===== config.mk =====
export PLATFORM = sky130hd
export DESIGN_NAME = kyber_axi_rd_master
export DESIGN_NICKNAME = d
export VERILOG_FILES = /design/src/rtl/kyber_axi_rd_master.sv
export SDC_FILE = /design/constraint.sdc
export NUM_CORES = 1
export LEC_CHECK = 0
export BUFFER_PORTS_ARGS = -buffer_cell sky130_fd_sc_hd__buf_2
export CAP_MARGIN = 10
export CORE_MARGIN = 2
export CORE_UTILIZATION = 50
export CTS_CLUSTER_SIZE = 14
export DETAILED_ROUTE_END_ITERATION = 8
export GPL_TIMING_DRIVEN = 1
export PLACE_DENSITY_LB_ADDON = 0.2
export SLEW_MARGIN = 40
export SYNTH_ARGS = -nofsm -noshare
export SYNTH_HDL_FRONTEND = slang
export SYNTH_SLANG_ARGS = --single-unit
export TNS_END_PERCENT = 5

===== constraint.sdc =====
create_clock -name s_axi_aclk -period 21.3 [get_ports s_axi_aclk]
set_input_delay 4.26 -clock s_axi_aclk [delete_from_list [all_inputs] [get_ports s_axi_aclk]]
set_output_delay 4.26 -clock s_axi_aclk [all_outputs]
set_load 0.005 [all_outputs]

===== src/rtl/kyber_axi_rd_master.sv =====
// AXI4 read master: splits a (start address, beat count) command into 4KB-safe INCR bursts
// and streams the 128-bit beats through a 2-entry registered FIFO. Optional watchdog: KYBER_RD_TIMEOUT_EN.
module kyber_axi_rd_master #(
    parameter int MAX_BURST = 16,
    parameter int TIMEOUT   = 1024
) (
    input  logic         s_axi_aclk,
    input  logic         s_axi_aresetn,
    input  logic         cmd_valid,
    output logic         cmd_ready,
    input  logic [16:0]  cmd_addr,
    input  logic [7:0]   cmd_len,
    output logic [127:0] dout_data,
    output logic         dout_valid,
    input  logic         dout_ready,
    output logic         dout_last,
    output logic         done,
    output logic         err,
    output logic [16:0]  m_axi_araddr,
    output logic [7:0]   m_axi_arlen,
    output logic [2:0]   m_axi_arsize,
    output logic [1:0]   m_axi_arburst,
    output logic         m_axi_arvalid,
    input  logic         m_axi_arready,
    input  logic [127:0] m_axi_rdata,
    input  logic [1:0]   m_axi_rresp,
    input  logic         m_axi_rlast,
    input  logic         m_axi_rvalid,
    output logic         m_axi_rready
);

    typedef enum logic [1:0] {S_IDLE, S_ADDR, S_DATA, S_DRAIN} state_t;

    localparam logic [8:0] MAXB = 9'(MAX_BURST);

    state_t       r_state;
    state_t       w_next;
    logic [16:0]  r_addr;
    logic [8:0]   r_remaining;
    logic [8:0]   r_burst_cnt;
    logic [8:0]   r_beats;
    logic         r_err;
    logic [127:0] r_fifo_data [2];
    logic [1:0]   r_fifo_last;
    logic         r_wr_ptr;
    logic         r_rd_ptr;
    logic [1:0]   r_count;

    logic         w_cmd_hs;
    logic         w_ar_hs;
    logic         w_r_hs;
    logic         w_pop;
    logic [8:0]   w_room;
    logic [8:0]   w_beats;
    logic         w_burst_end;
    logic         w_beat_err;
    logic         w_timeout;
    logic         w_unused;

    // Beats left before the next 4KB page; the address is always 16-byte aligned.
    always_comb begin
        w_room  = 9'd256 - {1'b0, r_addr[11:4]};
        w_beats = r_remaining;
        if (MAXB < w_beats) w_beats = MAXB;
        if (w_room < w_beats) w_beats = w_room;
    end

    assign cmd_ready     = (r_state == S_IDLE) & s_axi_aresetn;
    assign m_axi_arvalid = (r_state == S_ADDR);
    assign m_axi_araddr  = m_axi_arvalid ? r_addr : 17'd0;
    assign m_axi_arlen   = m_axi_arvalid ? 8'(w_beats - 9'd1) : 8'd0;
    assign m_axi_arsize  = m_axi_arvalid ? 3'b100 : 3'b000;
    assign m_axi_arburst = m_axi_arvalid ? 2'b01 : 2'b00;
    assign m_axi_rready  = (r_state == S_DATA) & (r_count != 2'd2) & ~w_timeout;

    assign w_cmd_hs    = cmd_valid & cmd_ready;
    assign w_ar_hs     = m_axi_arvalid & m_axi_arready;
    assign w_r_hs      = m_axi_rvalid & m_axi_rready;
    assign w_burst_end = w_r_hs & (r_burst_cnt == 9'd1);
    assign w_beat_err  = w_r_hs & (m_axi_rresp[1] | (m_axi_rlast != (r_burst_cnt == 9'd1)));

    assign dout_valid = (r_count != 2'd0);
    assign dout_data  = r_fifo_data[r_rd_ptr];
    assign dout_last  = dout_valid & r_fifo_last[r_rd_ptr];
    assign w_pop      = dout_valid & dout_ready;

    assign done = (r_state == S_DRAIN) & (r_count == 2'd0);
    assign err  = done & r_err;

    assign w_unused = ^{m_axi_rresp[0], cmd_addr[3:0]};

`ifdef KYBER_RD_TIMEOUT_EN
    localparam int WD_W = $clog2(TIMEOUT + 1);
    logic [WD_W-1:0] r_wdog;
    logic            w_busy;

    assign w_busy    = (r_state == S_ADDR) | (r_state == S_DATA);
    assign w_timeout = w_busy & (r_wdog == WD_W'(TIMEOUT));

    always_ff @(posedge s_axi_aclk) begin
        if (!s_axi_aresetn) begin
            r_wdog <= '0;
        end else if (!w_busy || w_ar_hs || w_r_hs) begin
            r_wdog <= '0;
        end else if (!w_timeout) begin
            r_wdog <= r_wdog + 1'b1;
        end
    end
`else
    // Constant false: without the watchdog the master waits on the slave forever.
    assign w_timeout = (TIMEOUT < 0);
`endif

    always_comb begin
        w_next = r_state;
        case (r_state)
            S_IDLE:  if (cmd_valid) w_next = S_ADDR;
            S_ADDR: begin
                if (w_timeout)          w_next = S_DRAIN;
                else if (m_axi_arready) w_next = S_DATA;
            end
            S_DATA: begin
                if (w_timeout)        w_next = S_DRAIN;
                else if (w_burst_end) w_next = (r_remaining == 9'd1) ? S_DRAIN : S_ADDR;
            end
            S_DRAIN: if (r_count == 2'd0) w_next = S_IDLE;
            default: w_next = S_IDLE;
        endcase
    end

    always_ff @(posedge s_axi_aclk) begin
        if (!s_axi_aresetn) begin
            r_state     <= S_IDLE;
            r_addr      <= '0;
            r_remaining <= '0;
            r_burst_cnt <= '0;
            r_beats     <= '0;
            r_err       <= 1'b0;
            r_fifo_last <= '0;
            r_wr_ptr    <= 1'b0;
            r_rd_ptr    <= 1'b0;
            r_count     <= '0;
        end else begin
            r_state <= w_next;
            if (w_cmd_hs) begin
                r_addr      <= {cmd_addr[16:4], 4'h0};
                r_remaining <= {1'b0, cmd_len} + 9'd1;
                r_err       <= 1'b0;
            end
            if (w_ar_hs) begin
                r_burst_cnt <= w_beats;
                r_beats     <= w_beats;
            end
            if (w_r_hs) begin
                r_burst_cnt             <= r_burst_cnt - 9'd1;
                r_remaining             <= r_remaining - 9'd1;
                r_fifo_last[r_wr_ptr]   <= (r_remaining == 9'd1);
                r_wr_ptr                <= ~r_wr_ptr;
            end
            if (w_beat_err || w_timeout) r_err <= 1'b1;
            if (w_burst_end) r_addr <= r_addr + {4'h0, r_beats, 4'h0};
            if (w_pop) r_rd_ptr <= ~r_rd_ptr;
            r_count <= r_count + {1'b0, w_r_hs} - {1'b0, w_pop};
        end
    end

    // Payload storage carries no reset; occupancy is tracked by r_count.
    always_ff @(posedge s_axi_aclk) begin
        if (w_r_hs) r_fifo_data[r_wr_ptr] <= m_axi_rdata;
    end

endmodule


After elaboration in Yosys (flattened, before gate mapping)
Memories as Yosys holds them, arrays and structs flattened. A register that Yosys moved wholly into a read port is not among the register bits.
Cells that the tools add are included.
{"block": "totals", "elab_cells": 87, "ram_bits": 256, "n_memories": 1, "in_bits": 162, "register_bits": 53, "output_inout_bits": 165}
{"memory": "r_fifo_data", "depth": 2, "word_bits": 128, "rd": 1, "rd_clocked_by_memory_dff": 1, "wr": 1, "line_no": "43", "rtl": "logic [127:0] r_fifo_data [2];"}
{"block": "classes", "n_addsub": 8, "order_cmp": 5, "eq_ne": 11, "bitwise_logic": 14, "n_mux": 29, "reduce_logical": 9}
{"cell": "$mux W9", "count": 6}
{"cell": "$mux W17", "count": 3}
{"cell": "$eq A9 B1 Y1 const B", "count": 2}
{"cell": "$sub A9 B1 Y9 const B", "count": 2}
{"cell": "$add A17 B13 Y17", "count": 1}
{"cell": "$and A1 B1 Y1", "count": 11}
{"cell": "$mux W1", "count": 10}
{"cell": "$mux W2", "count": 5}
{"cell": "$reduce_bool A2 Y1", "count": 5}
{"cell": "$add A8 B1 Y9 const B", "count": 1}
{"cell": "$lt A5 B9 Y1 const A", "count": 1}
{"cell": "$lt A9 B9 Y1", "count": 1}
{"cell": "$sub A9 B8 Y9 const A", "count": 1}
{"cell": "$mux W8", "count": 1}
{"cell": "$pmux W2 S4", "count": 1}
{"cell": "$sub A8 B1 Y8 const B", "count": 1}
{"cell": "$ne A2 B2 Y1 const B", "count": 3}
{"cell": "$eq A2 B2 Y1 const B", "count": 2}
{"cell": "$logic_not A2 Y1", "count": 2}
{"cell": "$lt A1 B2 Y1 const B", "count": 2}
{"cell": "$ne A2 B1 Y1 const B", "count": 2}
{"cell": "$reduce_and A4 Y1", "count": 1}
{"cell": "$mux W3", "count": 1}
{"cell": "$add A2 B1 Y2", "count": 1}
{"cell": "other kinds (9)", "count": 10}

Depth between registers and ports, before layout
Gate-level depths: netlist of run 1.
{"block": "depth", "word_depth": 6, "mapped_depth": 17, "ltp_nobuf": 16}

Worst setup path after synthesis of run 1
Ideal clock, no wire load.
{"block": "synth_path", "kind": "in2reg", "from": "input port m_axi_rvalid", "to": "memory r_fifo_data[0][0], enable pin", "arrival_time_ps": 10156, "setup_ps": 619, "path_slack_ps": 10525, "t_required_ps": 20681, "path_stages": 5, "path_cell_list": "and4b_1 buf_2 inv_2 clkbuf_1 nor2_1"}
{"block": "synth_via", "elab_chain_len": 3}
{"element": "start: declaration", "line_no": "28", "rtl": "input logic m_axi_rvalid,"}
{"element": "$and A1 B1 Y1", "line_no": "78", "rtl": "assign w_r_hs = m_axi_rvalid & m_axi_rready;"}
{"element": "$mux W1", "line_no": "169", "rtl": "if (w_r_hs) r_fifo_data[r_wr_ptr] <= m_axi_rdata;"}
{"element": "$mux W1 (not written as such)", "line_no": "169"}
{"element": "end: declaration", "line_no": "43"}
No other way between the ends.

Worst setup path after layout of run 1
{"block": "layout_path", "from": "register r_addr[4]", "to": "output port m_axi_arlen[4]"}
{"block": "layout_via", "elab_chain_len": 5}
{"element": "start: declaration", "line_no": "38", "rtl": "logic [16:0] r_addr;"}
{"element": "start signal: assignment", "line_no": "146", "rtl": "r_addr <= {cmd_addr[16:4], 4'h0};"}
{"element": "start signal: assignment", "line_no": "161", "rtl": "if (w_burst_end) r_addr <= r_addr + {4'h0, r_beats, 4'h0};"}
{"element": "$sub A9 B8 Y9 *", "line_no": "62", "rtl": "w_room = 9'd256 - {1'b0, r_addr[11:4]};"}
{"element": "$lt A9 B9 Y1", "line_no": "65", "rtl": "if (w_room < w_beats) w_beats = w_room;"}
{"element": "$mux W9 *", "line_no": "65"}
{"element": "$sub A8 B1 Y8 *", "line_no": "71", "rtl": "assign m_axi_arlen = m_axi_arvalid ? 8'(w_beats - 9'd1) : 8'd0;"}
{"element": "$mux W8 *", "line_no": "71"}
{"element": "end: declaration", "line_no": "20", "rtl": "output logic [7:0] m_axi_arlen,"}
Mark *: on every way between the ends. The rest lies on a longest branch, timed or not.

==> results of run 1 <==
-- path summary, 6_finish.rpt --
| check | startpoint | to | slack, ns | cells past startpoint |
|---|---|---|---|---|
| setup / recovery | r_addr[4] | m_axi_arlen[4] | 11.51 | 17 |
| hold / removal | r_err | r_err | 0.45 | 2 |
| setup reg to reg | r_addr[4] | r_burst_cnt[0] | 17.14 | 12 |
| hold reg to reg | r_err | r_err | 0.45 | 2 |
-- metal layers --
| metal | wire length, um | global-route usage |
|---|---|---|
| met4 | 386 | 0.0490 |
| met3 | 2320 | 0.0420 |
| met2 | 15700 | 0.381 |
| met5 | 13 | 0 |
| met1 | 12100 | 0.264 |
-- power breakdown --
part | total [mW] | leakage (nW) | internal [mW] | switching, mW
registers | 0.700 | 2.71 | 0.668 | 0.0313
clock network | 0.516 | 0.475 | 0.301 | 0.215
logic | 0.320 | 2.85 | 0.167 | 0.153
total | 1.54 | 6.04 | 1.14 | 0.399
-- Yosys cell counts, types with 9 or more instances --
master / n
sky130_fd_sc_hd__xnor2_1: 22
sky130_fd_sc_hd__dfxtp_1: 50
sky130_fd_sc_hd__nor2_1: 45
sky130_fd_sc_hd__o21ai_0: 24
sky130_fd_sc_hd__clkbuf_1: 28
sky130_fd_sc_hd__mux2_2: 130
sky130_fd_sc_hd__edfxtp_1: 256
sky130_fd_sc_hd__nand2_1: 52
sky130_fd_sc_hd__ha_1: 26
sky130_fd_sc_hd__buf_4: 9
sky130_fd_sc_hd__nand3_1: 20
sky130_fd_sc_hd__a21oi_1: 39
sky130_fd_sc_hd__a31oi_1: 9
sky130_fd_sc_hd__and2_1: 20
sky130_fd_sc_hd__inv_1: 16
sky130_fd_sc_hd__buf_2: 12
-- kinds of logic (layout without fill, tap and decap cells) --
family	after synthesis	in the layout
xor gates and xnor gates	29	29
buffers and inverters	70	396
muxes	138	138
other	2	16
AOI/OAI and AO/OA	128	128
DFF	306	306
and+or+nand+nor	193	193
adders and majority gates	27	27
-- flip-flops by register name, summed over array words and instances (netlist names), named ones only --
signal	count
r_remaining	9
r_rd_ptr	1
r_addr	13
r_count	2
r_wr_ptr	1
r_state	2
r_fifo_data	256
r_burst_cnt	9
r_err	1
r_fifo_last	2
r_beats	9
-- through the flow --
step                      cell area, um2  setup slack (ns)
after floorplan                    13000             10.52
after global placement             14800             11.86
after detailed placement           14800             11.82
after CTS                          15800             11.57
after global routing               15800             11.10
final                              15800             11.51
-- critical path: cells and delay by family (launching register included) --
kind / cells / cell delay (ns)
AND/OR/NAND/NOR: 5 / 1.61
adder cells (fa/ha/maj): 3 / 0.91
AO/OA/AOI/OAI: 4 / 0.83
multiplexers: 1 / 0.46
XOR/XNOR: 2 / 0.43
buffers and inverters: 2 / 0.38
flip-flops: 1 / 0.37
-- cells in the final DEF (no fill, tap or decap), types with 7 or more instances in the layout --
master	n
sky130_fd_sc_hd__conb_1	11
sky130_fd_sc_hd__clkbuf_16	31
sky130_fd_sc_hd__o21ai_0	24
sky130_fd_sc_hd__mux2_2	130
sky130_fd_sc_hd__ha_1	26
sky130_fd_sc_hd__nand3_1	20
sky130_fd_sc_hd__or4_1	7
sky130_fd_sc_hd__inv_1	16
sky130_fd_sc_hd__a21oi_1	39
sky130_fd_sc_hd__nand2_1	51
sky130_fd_sc_hd__dfxtp_1	49
sky130_fd_sc_hd__nor2_1	44
sky130_fd_sc_hd__xnor2_1	22
sky130_fd_sc_hd__buf_2	314
sky130_fd_sc_hd__xor2_1	7
sky130_fd_sc_hd__a31oi_1	9
sky130_fd_sc_hd__nor3_1	8
sky130_fd_sc_hd__and2_1	19
sky130_fd_sc_hd__mux2i_1	8
sky130_fd_sc_hd__edfxtp_1	256
sky130_fd_sc_hd__nand2b_1	8
sky130_fd_sc_hd__clkbuf_1	9
-- area by class of cell --
cell class | count | area, um2 | share of cell area
flip-flops and latches | 306 | 8690 | 0.549
multi-input cells | 526 | 4010 | 0.253
repair buffers | 323 | 1680 | 0.106
clock buffers | 43 | 851 | 0.0537
well taps | 330 | 413 | 0.0261
clock inverters | 13 | 116 | 0.00735
inverters | 17 | 63.8 | 0.00403
diodes | 5 | 12.5 | 0.000790
==> reports/qor.yml, run 1 <==
timing.setup.critical_path_class: "flip-flop to output pin"
cts.repair_timing.setup_buffer_count: 0
first_global_vias: 8184
grt.total_usage: 0.212
layout.core_utilization: 0.625
htree_num_levels: 1
cpMostUsedCell: "sky130_fd_sc_hd__ha_1"
cts_root_buffer: "sky130_fd_sc_hd__clkbuf_16"
placeableCoreArea_mm2: 0.0253
max-vdd-ir-drop_mv: 0.0743
cts_max_path_buffers: 3
post-synth-top-area-cell: "sky130_fd_sc_hd__edfxtp_1"
required_time_at_the_worst_slack_endpoint_ns: 17.04
grt_max_degree: 73
synth_ff_type: "sky130_fd_sc_hd__edfxtp_1"
muxShareOfSynthArea: 0.119
worst-path-max-fanout: 21
cellPowerDensity_mw_per_mm2: 97.0
final.min_clock_period_ns: 9.79
hold_path_class: "flip-flop to flip-flop"
synth_top_family_by_area: "multiplexers"
post_synth_instance_area_mm2: 0.0130
crit_chain: "inv_1 > ha_1 > nand2b_1 > or4_1 > xor2_1 > ha_1 > a21oi_1 > nor2_1 > a211oi_1 > and2_1 > mux2_2 > ha_1 > nor3_1 > a21oi_1 > xnor2_1 > a211oi_1 > buf_2"
portBuffers: 314
synthAdderAreaFrac: 0.0266
postCtsResizedCells: 0
finalClockSkew_ns: 0.0126
route.detailed.drc: 0
relSlewSlack: 0.447
timing.critical_path.slowest_cell_delay_ns: 0.68
synth_cell_type_count: 69
leakage_power_nw: 6.04
synth_compound_area_frac: 0.0636
synth_top_area_share: 0.592
viasPerCell: 5.42
synth_sequential_area_ratio: 0.670
netlist_top_cells_area: "sky130_fd_sc_hd__edfxtp_1, sky130_fd_sc_hd__mux2_2, sky130_fd_sc_hd__dfxtp_1, sky130_fd_sc_hd__ha_1, sky130_fd_sc_hd__a21oi_1"
cap_viol_max_count: 0
path_clk_slew_ns: 0.06
fill_cells: 1959
yosys.area_share.xor_xnor: 0.0196
critPathSlowestCell: "sky130_fd_sc_hd__and2_1"
status: "complete, no violations"
initial_core_util: 0.512
route.detailed.wl_per_inst_um: 19.5
grt.overflow.total: 0
cts_hold_buf: 0
cp_launch_type: "flip-flop"
post_synth_and_or_nand_nor_area_fraction: 0.0758
boundaryPins: 327
post_synth.cell_area_avg_um2: 14.5
cts.sinks: 306
number_of_routed_nets_with_antenna_violations: 0
ys_ff_latch: 306
finalWeightedCongestion: 0.861
die_area_mm2: 0.0273
grt_antenna_before_repair: 4
grt_first_pass_wirelength_mm: 44.8
die-width_um: 165
synthCells: 893
p_total_mw: 1.54
synth_enable_flop_cells: 256
ys.warnings.count: 0
finalMaxSlewViolations: 0
synthArstFlopShare: 0
post-dp-hpwl_mm: 21.5
final.hold.worst_slack_ns: 0.451
min_period_over_period: 0.460
die_height_um: 165
placed_cells_incl_taps: 1502
area_growth_syn_to_layout_pct: 22.0
setup-tns-final_ns: 0
vias: 8470
tightest_slew_ns: 0.829
worst_skew_pair_later_pin_latency_ns: 0.53
setup_repair_after_global_routing_missed_its_margin: "false"
dr.first_iter.drc_count: 661
timing.final.setup_violations: 0
fraction_of_layout_instances_using_a_drive_strength_above_1: 0.414
tritoncts: "yes"
critPathArrivalTime_ns: 5.53
cts-buffers-inserted: 30
wirelength_mm: 30.5
std_cell_rows: 58
detail_route.first_pass.iterations: 5
cp-end-kind: "output pin"
timing.final.hold_violations: 0
final-instance-count-excl-fill: 1563
max_freq_mhz: 102
finish.net_count: 1393
No activity file was read; power rests on OpenSTA's default activity.
==> inputs of run 2 (changes only) <==
--- a/config.mk
+++ b/config.mk
@@ -8,7 +8,7 @@
 export BUFFER_PORTS_ARGS = -buffer_cell sky130_fd_sc_hd__buf_2
 export CAP_MARGIN = 10
 export CORE_MARGIN = 2
-export CORE_UTILIZATION = 50
+export CORE_UTILIZATION = 48
 export CTS_CLUSTER_SIZE = 14
 export DETAILED_ROUTE_END_ITERATION = 8
 export GPL_TIMING_DRIVEN = 1
==> constraint.sdc (replaced) <==
create_clock -name s_axi_aclk -period 8.6 [get_ports s_axi_aclk]
set_input_delay 1.72 -clock s_axi_aclk [delete_from_list [all_inputs] [get_ports s_axi_aclk]]
set_output_delay 1.72 -clock s_axi_aclk [all_outputs]
set_load 0.005 [all_outputs]
==> run 2 against run 1 <==
Setup slack got worse by 10 ns. Wire length decreased by 0.16%. Core utilization down 2.7 points. Cell count up 1.1%. First-iteration DRC count is 15% lower. Largest power group unchanged.
==> reports/qor.yml, run 2 (same netlist as run 1, synthesis figures left out) <==
status: "complete, no violations"  # unchanged
grt.overflow.total: 0  # unchanged
wirelength_mm: 30.4  # was 30.5 mm
cellPowerDensity_mw_per_mm2: 248  # was 97.0 mW/mm2
met1_track_usage_gr: 0.253  # was 0.264
std_cell_rows: 60  # was 58
grt_max_degree: 79  # was 73
finish.net_count: 1395  # was 1,393
max_reg_flops: 256  # unchanged
grt_busiest_layer: "met2"  # unchanged
max-vdd-ir-drop_mv: 0.157  # was 0.0743 mV
critPathArrivalTime_ns: 5.40  # was 5.53 ns
dr.first_iter.drc_count: 562  # was 661
portBuffers: 314  # unchanged
p_total_mw: 3.96  # was 1.54 mW
boundaryPins: 327  # unchanged
timing.final.hold_violations: 0  # unchanged
fraction_of_layout_instances_using_a_drive_strength_above_1: 0.418  # was 0.414
cp_launch_type: "flip-flop"  # unchanged
layout_commonest_cell: "sky130_fd_sc_hd__buf_2"  # unchanged
fill_cells: 2148  # was 1,959
grtUsageMet2: 0.353  # was 0.381
route.detailed.wl_per_inst_um: 19.3  # was 19.5 um
cts_hold_buf: 0  # unchanged
leakage_power_nw: 6.10  # was 6.04 nW
finalClockSkew_ns: 0.0127  # was 0.0126 ns
layout.core_utilization: 0.598  # was 0.625
area_growth_syn_to_layout_pct: 23.2  # was 22.0%
worst-path-max-fanout: 21  # unchanged
die_height_um: 168  # was 165 um
viasPerCell: 5.36  # was 5.42
worst-r2r-setup-slack_ns: 4.56  # was 17.14 ns
die-width_um: 168  # was 165 um
critical_path.reg2reg.startpoint: "r_addr[4]"  # unchanged
timing.critical_path.slowest_cell_delay_ns: 0.66  # was 0.68 ns
worst_skew_pair_later_pin_latency_ns: 0.50  # was 0.53 ns
number_of_routed_nets_with_antenna_violations: 0  # unchanged
cts.sinks: 306  # unchanged
route.detailed.drc: 0  # unchanged
postCtsResizedCells: 0  # unchanged
grt_antenna_before_repair: 7  # was 4
required_time_at_the_worst_slack_endpoint_ns: 6.88  # was 17.04 ns
relSlewSlack: 0.445  # was 0.447
r2r-end: "r_burst_cnt[0]"  # unchanged
vias: 8473  # was 8,470
cts.repair_timing.setup_buffer_count: 0  # unchanged
setup-tns-final_ns: 0  # unchanged
finalMaxSlewViolations: 0  # unchanged
cts-buffers-inserted: 34  # was 30
post-dp-hpwl_mm: 21.1  # was 21.5 mm
setup_repair_after_global_routing_missed_its_margin: "false"  # unchanged
layout_common_cells: "sky130_fd_sc_hd__buf_2, sky130_fd_sc_hd__edfxtp_1, sky130_fd_sc_hd__mux2_2"  # unchanged
critPathSlowestCell: "sky130_fd_sc_hd__and2_1"  # unchanged
cp_endpoint: "m_axi_arlen[4]"  # unchanged
worst-r2r-cell-count: 12  # unchanged
layout_top_registers: "r_fifo_data x256, r_addr x13"  # unchanged
cap_viol_max_count: 0  # unchanged
min_period_over_period: 0.828
placeableCoreArea_mm2: 0.0267  # was 0.0253 mm2
htree_num_levels: 2  # was 1
die_area_mm2: 0.0284  # was 0.0273 mm2
path_clk_slew_ns: 0.06  # about the same
met3_usage: 0.0440  # was 0.0420
grt_first_pass_wirelength_mm: 45.3  # was 44.8 mm
cp-end-kind: "output pin"  # unchanged
final.hold.worst_slack_ns: 0.465  # was 0.451 ns
timing.setup.critical_path_class: "flip-flop to output pin"  # unchanged
crit_chain: "inv_1 > ha_1 > nand2b_1 > or4_1 > xor2_1 > ha_1 > a21oi_1 > nor2_1 > a211oi_1 > and2_1 > mux2_2 > ha_1 > nor3_1 > a21oi_1 > xnor2_1 > a211oi_1 > buf_2"  # unchanged
max_freq_mhz: 140
tritoncts: "yes"  # unchanged
top_register_by_number_of_flip_flops: "r_fifo_data"  # unchanged
timing.final.setup_violations: 0  # unchanged
critical_path.startpoint: "r_addr[4]"  # unchanged
detail_route.first_pass.iterations: 5  # unchanged
tightest_slew_ns: 0.833  # was 0.829 ns
finalWeightedCongestion: 0.849  # was 0.861
final.min_clock_period_ns: 7.12
initial_core_util: 0.485  # was 0.512
first_global_vias: 8232  # was 8,184
grt.total_usage: 0.206  # was 0.212
cts_max_path_buffers: 3  # unchanged
hold_path_class: "flip-flop to flip-flop"  # unchanged
cpMostUsedCell: "sky130_fd_sc_hd__ha_1"  # unchanged
cts_root_buffer: "sky130_fd_sc_hd__clkbuf_16"  # unchanged
run 2: worst max-delay path, delay by kind of cell, from the launching register on:
family / cells / cell delay (ns)
XOR/XNOR: 2 / 0.43
multiplexers: 1 / 0.46
buffers and inverters: 2 / 0.36
AO/OA/AOI/OAI: 4 / 0.78
adder cells (fa/ha/maj): 3 / 0.89
flip-flops: 1 / 0.38
AND/OR/NAND/NOR: 5 / 1.57
run 2: how the worst min path moves through the flow:
stage,startpoint,endpoint,slack [ns],cells after the start
final,r_beats[5],r_beats[5],0.47,2
after global routing,r_beats[7],r_beats[7],0.48,2
after CTS,r_beats[5],r_beats[5],0.47,2
after detailed placement,r_beats[5],r_beats[5],0.46,2
after floorplan,r_err,r_err,0.43,2
after global placement,r_beats[7],r_beats[7],0.46,2
run 2: layout make-up:
cell class | count | area, um2 | area share
Inverter | 17 | 63.8 | 0.00399
Tap cell | 341 | 427 | 0.0267
Antenna cell | 7 | 17.5 | 0.00110
Timing Repair Buffer | 321 | 1670 | 0.104
Clock buffer | 42 | 881 | 0.0551
Sequential cell | 306 | 8690 | 0.544
Clock inverter | 20 | 225 | 0.0141
Multi-Input combinational cell | 526 | 4010 | 0.251
run 2: routing by layer:
layer  wire (um)  share of wire
met5           0              0
met4         938          0.031
met3        1910          0.063
met2       15400           0.50
met1       12200           0.40
run 2: power by group:
group / internal, mW / switching [mW] / total (mW)
logic: 0.420 / 0.397 / 0.817
clock network: 0.858 / 0.571 / 1.43
registers: 1.66 / 0.0551 / 1.71
run 2: metrics by stage:
step	area [um2]	worst slack, ns	cells
5_1_grt	16000	1.01	1580
3_5_place_dp	14900	2.07	1511
4_1_cts	16000	1.48	1573
6_report	16000	1.48	1580
2_1_floorplan	13000	0.365	902
3_3_place_gp	14800	2.06	1508
